==> src/rtl/uart_rx_param.sv <==
// uart_rx_param: parametrised UART receiver.
// 2-flop input synchroniser, 3-sample majority per bit, false-start
// rejection, parity/framing error flags, valid/ready output with overrun pulse.
// Optional break detection is compiled in with `define UART_RX_BREAK_DETECT_EN.
module uart_rx_param #(
    parameter int ClocksPerBaud = 8,
    parameter int DataBits      = 8,
    parameter int ParityMode    = 0,
    parameter int StopBits      = 1
) (
    input  logic                clk,
    input  logic                rst_n,
    input  logic                rx_in,
    output logic [DataBits-1:0] rx_data,
    output logic                rx_valid,
    input  logic                rx_ready,
    output logic                rx_parity_err,
    output logic                rx_frame_err,
    output logic                rx_overrun,
`ifdef UART_RX_BREAK_DETECT_EN
    output logic                rx_break,
`endif
    output logic                rx_busy
);

    localparam int M  = ClocksPerBaud / 2;
    localparam int CW = $clog2(ClocksPerBaud);
    localparam int IW = $clog2(DataBits);

    localparam logic [CW-1:0] S0_AT = CW'(M - 1);
    localparam logic [CW-1:0] S1_AT = CW'(M);
    localparam logic [CW-1:0] S2_AT = CW'(M + 1);
    localparam logic [CW-1:0] LAST  = CW'(ClocksPerBaud - 1);

    typedef enum logic [2:0] {IDLE, START, DATA, PARITY, STOP} state_e;

    state_e                state_q, state_d;
    logic                  sync1_q, sync2_q;
    logic [CW-1:0]         cnt_q, cnt_d;
    logic                  armed_q, armed_d;
    logic                  s0_q, s0_d, s1_q, s1_d;
    logic [IW-1:0]         bidx_q, bidx_d;
    logic                  sidx_q, sidx_d;
    logic [DataBits-1:0]   shreg_q, shreg_d;
    logic                  perr_q, perr_d;
    logic                  ferr_q, ferr_d;

    logic [DataBits-1:0]   data_q;
    logic                  valid_q, operr_q, oferr_q, ovr_q;

    logic                  line, maj, at_s0, at_s1, at_s2, cnt_end;
    logic                  done, done_ferr;
    logic                  brk_block, is_brk;

    assign line    = sync2_q;
    assign maj     = (s0_q & s1_q) | (s0_q & line) | (s1_q & line);
    assign at_s0   = (cnt_q == S0_AT);
    assign at_s1   = (cnt_q == S1_AT);
    assign at_s2   = (cnt_q == S2_AT);
    assign cnt_end = (cnt_q == LAST);

    // Synchroniser and receive FSM state registers
    always_ff @(posedge clk or negedge rst_n) begin
        if (!rst_n) begin
            sync1_q <= 1'b1;
            sync2_q <= 1'b1;
            state_q <= IDLE;
            cnt_q   <= '0;
            armed_q <= 1'b0;
            s0_q    <= 1'b0;
            s1_q    <= 1'b0;
            bidx_q  <= '0;
            sidx_q  <= 1'b0;
            shreg_q <= '0;
            perr_q  <= 1'b0;
            ferr_q  <= 1'b0;
        end else begin
            sync1_q <= rx_in;
            sync2_q <= sync1_q;
            state_q <= state_d;
            cnt_q   <= cnt_d;
            armed_q <= armed_d;
            s0_q    <= s0_d;
            s1_q    <= s1_d;
            bidx_q  <= bidx_d;
            sidx_q  <= sidx_d;
            shreg_q <= shreg_d;
            perr_q  <= perr_d;
            ferr_q  <= ferr_d;
        end
    end

`ifdef UART_RX_BREAK_DETECT_EN
    logic          pbit_q, pbit_d;
    logic          brk_q;
    logic [CW-1:0] brk_cnt_q;
    assign brk_block = brk_q;
    assign is_brk    = (shreg_q == '0) && !pbit_q && done_ferr;
    assign rx_break  = brk_q;

    // Received parity bit (break needs it 0) and break hold/release timer
    always_ff @(posedge clk or negedge rst_n) begin
        if (!rst_n) begin
            pbit_q    <= 1'b0;
            brk_q     <= 1'b0;
            brk_cnt_q <= '0;
        end else begin
            pbit_q <= pbit_d;
            if (done && is_brk) begin
                brk_q     <= 1'b1;
                brk_cnt_q <= '0;
            end else if (brk_q) begin
                if (!line) begin
                    brk_cnt_q <= '0;
                end else if (brk_cnt_q == LAST) begin
                    brk_q     <= 1'b0;
                    brk_cnt_q <= '0;
                end else begin
                    brk_cnt_q <= brk_cnt_q + 1'b1;
                end
            end
        end
    end
`else
    assign brk_block = 1'b0;
    assign is_brk    = 1'b0;
`endif

    // Next-state logic: bit timing, majority sampling and frame assembly
    always_comb begin
        state_d   = state_q;
        cnt_d     = cnt_end ? '0 : cnt_q + 1'b1;
        armed_d   = armed_q;
        s0_d      = at_s0 ? line : s0_q;
        s1_d      = at_s1 ? line : s1_q;
        bidx_d    = bidx_q;
        sidx_d    = sidx_q;
        shreg_d   = shreg_q;
        perr_d    = perr_q;
        ferr_d    = ferr_q;
        done      = 1'b0;
        done_ferr = ferr_q;
`ifdef UART_RX_BREAK_DETECT_EN
        pbit_d    = pbit_q;
`endif
        case (state_q)
            IDLE: begin
                cnt_d   = '0;
                // Only a high line seen since entering IDLE arms the detector
                armed_d = (armed_q | line) & ~brk_block;
                if (armed_q && !line && !brk_block) begin
                    state_d = START;
                    armed_d = 1'b0;
                    perr_d  = 1'b0;
                    ferr_d  = 1'b0;
`ifdef UART_RX_BREAK_DETECT_EN
                    pbit_d  = 1'b0;
`endif
                end
            end
            START: begin
                if (at_s2 && maj) begin
                    state_d = IDLE;
                end else if (cnt_end) begin
                    state_d = DATA;
                    bidx_d  = '0;
                end
            end
            DATA: begin
                if (at_s2) shreg_d = {maj, shreg_q[DataBits-1:1]};
                if (cnt_end) begin
                    if (bidx_q == IW'(DataBits - 1)) begin
                        state_d = (ParityMode != 0) ? PARITY : STOP;
                        sidx_d  = 1'b0;
                    end else begin
                        bidx_d = bidx_q + 1'b1;
                    end
                end
            end
            PARITY: begin
                if (at_s2) begin
                    perr_d = (ParityMode == 2) ? ~(^shreg_q ^ maj) : (^shreg_q ^ maj);
`ifdef UART_RX_BREAK_DETECT_EN
                    pbit_d = maj;
`endif
                end
                if (cnt_end) begin
                    state_d = STOP;
                    sidx_d  = 1'b0;
                end
            end
            STOP: begin
                if (at_s2) begin
                    ferr_d = ferr_q | ~maj;
                    // Finish on the last stop sample; don't wait out the period
                    if (sidx_q == 1'(StopBits - 1)) begin
                        done      = 1'b1;
                        done_ferr = ferr_q | ~maj;
                        state_d   = IDLE;
                    end
                end
                if (cnt_end && !done) sidx_d = sidx_q + 1'b1;
            end
            default: state_d = IDLE;
        endcase
    end

    // Output holding register with valid/ready handshake and overrun pulse
    always_ff @(posedge clk or negedge rst_n) begin
        if (!rst_n) begin
            data_q  <= '0;
            valid_q <= 1'b0;
            operr_q <= 1'b0;
            oferr_q <= 1'b0;
            ovr_q   <= 1'b0;
        end else begin
            ovr_q <= 1'b0;
            if (done && !is_brk) begin
                if (!valid_q || rx_ready) begin
                    data_q  <= shreg_q;
                    operr_q <= perr_q;
                    oferr_q <= done_ferr;
                    valid_q <= 1'b1;
                end else begin
                    ovr_q <= 1'b1;
                end
            end else if (valid_q && rx_ready) begin
                valid_q <= 1'b0;
            end
        end
    end

    assign rx_data       = data_q;
    assign rx_valid      = valid_q;
    assign rx_parity_err = operr_q;
    assign rx_frame_err  = oferr_q;
    assign rx_overrun    = ovr_q;
    assign rx_busy       = (state_q != IDLE);

endmodule

==> config.mk <==
export PLATFORM = sky130hd
export DESIGN_NAME = uart_rx_param
export DESIGN_NICKNAME = d
export VERILOG_FILES = /design/src/rtl/uart_rx_param.sv
export SDC_FILE = /design/constraint.sdc
export NUM_CORES = 1
export LEC_CHECK = 0
export CAP_MARGIN = 20
export CORE_AREA = 2 2 65 67
export DETAILED_ROUTE_END_ITERATION = 10
export DIE_AREA = 0 0 67 69
export PLACE_DENSITY = 0.66
export SYNTH_ARGS = -nofsm -noshare
export SYNTH_HDL_FRONTEND = slang
export SYNTH_SLANG_ARGS = --single-unit
==> constraint.sdc <==
create_clock -name clk -period 1.9 [get_ports clk]
set_clock_uncertainty 0.15 [all_clocks]
set_input_delay 0.38 -clock clk [delete_from_list [all_inputs] [get_ports clk]]
set_output_delay 0.38 -clock clk [all_outputs]
set_load 0.01 [all_outputs]
==> key figures <==
Final layout
  • Layout cell share with drive strength beyond 1: between 20 and 25%
  • Commonest non-fill, non-tap cell in the layout: dfrtp_1
  • Most frequent cells in the layout: dfrtp_1, mux2_1, clkdlybuf4s50_1, buf_4, nand2_1
  • Post-Layout Cell Count: 225
  • Syn-to-layout area delta: 28.20%
  • Nets: around 190
  • Antenna Cells: 0
  • Post-Layout Inst Area: 2196 um^2

STA
  • Slew Limit Fails: 0
  • Relative slew slack: 68.62%
  • Final hold vios: 0
  • Setup WS post-layout: 65.15 ps
  • FMAX: 545.0 MHz
  • Worst slew pin tran: 470.7 ps
  • Tmin final: between 1500 and 2000 ps
  • Final Setup Violations: 0
  • Final period util: 96.57%
  • Hold Slack: 209.1 ps
  • RSZ-0062 raised after global routing: true

Floorplanning
  • Die Y: 69 um
  • IO Pins: 17
  • Core Rows: 23
  • Initial Util: 43.77%
  • Die Area: roughly 4600 um^2
  • Core Region: between 3000 and 4000 um^2
  • Die width: 67 um

Critical path
  • Crit. End Element: register
  • Worst R2R Start: line
  • CP startpoint: line
  • R2R cell count: 4
  • Crit-path max cell delay: 390 ps
  • Crit path capture: bidx_q[0]
  • Worst setup path class: register to register
  • Crit path buffers/inverters: 0
  • Worst setup SP type: register
  • Delay-heaviest family, CP: compound AO/OA/AOI/OAI gates
  • Crit path depth: 4
  • Critical Path Fanout Max: 5
  • R2R Path End: bidx_q[0]
  • Worst Path Arrival: 1850 ps
  • Reg2reg setup slack: 70 ps
  • CP Cell Sequence: maj3_2, a311o_1, o21ai_4, mux2_1
  • Critical Path RT: 1920 ps
  • Slowest CP cell: dfstp_2

Routing
  • Antenna Nets Post-Route: 0
  • DRC: 0
  • Drt wl/cell: approximately 14 um
  • WL final: slightly above 3000 um
  • Pre-antenna DRT Iters: 4
  • Via Count: 1130
  • Vias per inst: ~5.0
  • Initial drt markers: 27

Yosys
  • Largest area contributor in the netlist: dfrtp_1
  • Xor/xnor share of the synthesized area: 4.383%
  • Synthesized net count: 148
  • Synth unique cells: 36
  • FF+latch count, synth: 37
  • Synth warn: 0
  • Simple-Gate Fraction of Synth Area: 12.42%
  • Mux cell area share after synthesis: approximately 16%
  • Synth top area share: 51.13%
  • Synthesized area: 1713 um^2
  • Synth Area in Compound Gates: 5.332%
  • Syn avg cell area: about 13 um^2
  • Seq/Total Area, Yosys: 54.20%
  • Post-synthesis cell count: 137
  • Adder-cell share of the synthesized area: under 10%
  • Largest family of logic cells by synthesized area: multiplexers
  • Most area-consuming cells after synthesis: dfrtp_1, mux2_1, ha_1, dfstp_2, xnor2_1

CTS
  • Total CTS buffers: 5
  • CTS tree: built
  • Clk sinks: 37
  • Clk slew on worst S/H paths: 70 ps
  • Max Root-Sink Buffers: 2
  • Clk Latency, worst-skew pair: 280 ps
  • CTS Root Cell: clkbuf_8
  • H-tree depth: 2

Placed design
  • Port Buffers: 16
  • DP HPWL: 2202 um
  • Post-Place Cells: around 210
  • GPL Wtd Cong: 0.7512
  • Placed cell areas: 2049 um^2
  • Dpl ws: 1.163 ps

Run status
  • Status: complete, no violations

Global route
  • Vias in the first global route: 1216
  • Overall Global Routing Usage: 15.48%
  • Global-route wire length before repair: 5506 um
  • Largest net degree at the start of global routing: 38
  • Antenna violations before repair: 0
  • Grt total ovfl: 0

Hold path
  • Min-delay worst type: register to register
  • Worst hold path startpoint: sync1_q
  • Hold Crit Depth: 0

Power
  • Leakage: 1.039 nW
  • Max VDD drop: 0.0004737 V
  • Pwr dens: around 1000 nW/um^2
  • Total power: approximately 2.2 mW

Job
  • Max cap viols: 0
## through the flow
stage / setup TNS (ps) / utilization [%]
finish: 0 / 56.11
global route: -66.47 / 56.11
CTS: -3.072 / 55.34
detailed placement: 0 / 52.37
global placement: 0 / 52.37
floorplan: 0 / -
## metal layers
layer / share of wire (%) / global-route usage, % / vias up
li1: - / - / 549
met1: 46 / 19.38 / 558
met2: 50 / 25.30 / 19
met3: 3.5 / 4.731 / 4
met4: 0.94 / 4.762 / 0
met5: 0 / 0 / -
## worst register-to-register path: stages (launching register included)
cell	delay, ps
dfstp_2	390
maj3_2	320
a311o_1	380
o21ai_4	150
mux2_1	330
## flip-flops by register name, summed over array words and instances, names as in the netlist, 3 cells and up
name,flops
rx_data,8
cnt_q,3
shreg_q,8
bidx_q,3
state_q,3
## Yosys cell counts, drive strengths merged
master	instances
dfrtp	35
nand2b	3
ha	7
mux2i	3
or2	1
nor3	2
nor3b	1
xnor3	1
nor2	10
o32ai	1
a21oi	3
nand4	2
nand2	12
xnor2	6
nand3b	1
maj3	1
o211ai	1
inv	7
and2	1
and4b	1
mux2	21
a311o	1
or3b	1
o21ai	6
nand3	1
a41oi	1
clkbuf	1
nor4	1
dfstp	2
buf	2
or4b	1
## cell families (layout without fill, tap and decap cells)
kind of cell             count (synthesis)  in the layout
adder cells (fa/ha/maj)                  8              8
multiplexers                            24             24
AND/OR/NAND/NOR                         38             38
flip-flops                              37             37
AO/OA/AOI/OAI                           13             13
buffers and inverters                   10             48
XOR/XNOR                                 7              7
## area by class of cell
type | instances | area (um^2)
fill | 342 | 1718
clock buffer | 6 | 82.58
inverter | 7 | 26.28
timing repair buffer | 33 | 296.5
clock inverter | 2 | 13.76
multi-input combinational | 90 | 784.5
tap | 50 | 62.56
sequential | 37 | 929.6
## timing repair
item | in CTS | in global routing
buffers inserted | 1 | 1
hold buffers | 1 | 0
setup endpoints to repair | 2 | 22
gates resized for setup | 3 | 7
pin swaps | 1 | 3
gates cloned | 0 | 0
endpoints found under the hold margin | 34 | 0
## where the power goes
| group | leakage [nW] | internal, mW | total, mW | switching (mW) |
|---|---|---|---|---|
| clock network | 0.0512 | 0.294 | 0.565 | 0.271 |
| registers | 0.494 | 0.902 | 0.997 | 0.0953 |
| logic | 0.494 | 0.352 | 0.687 | 0.336 |
| total | 1.04 | 1.55 | 2.25 | 0.702 |
## worst min path at each step
stage,endpoint,slack (ps)
2_1_floorplan,armed_q,-70
3_3_place_gp,line,200
3_5_place_dp,line,200
4_1_cts,line,210
5_1_grt,line,210
6_report,line,210
Power figures use the tool's default switching activity.
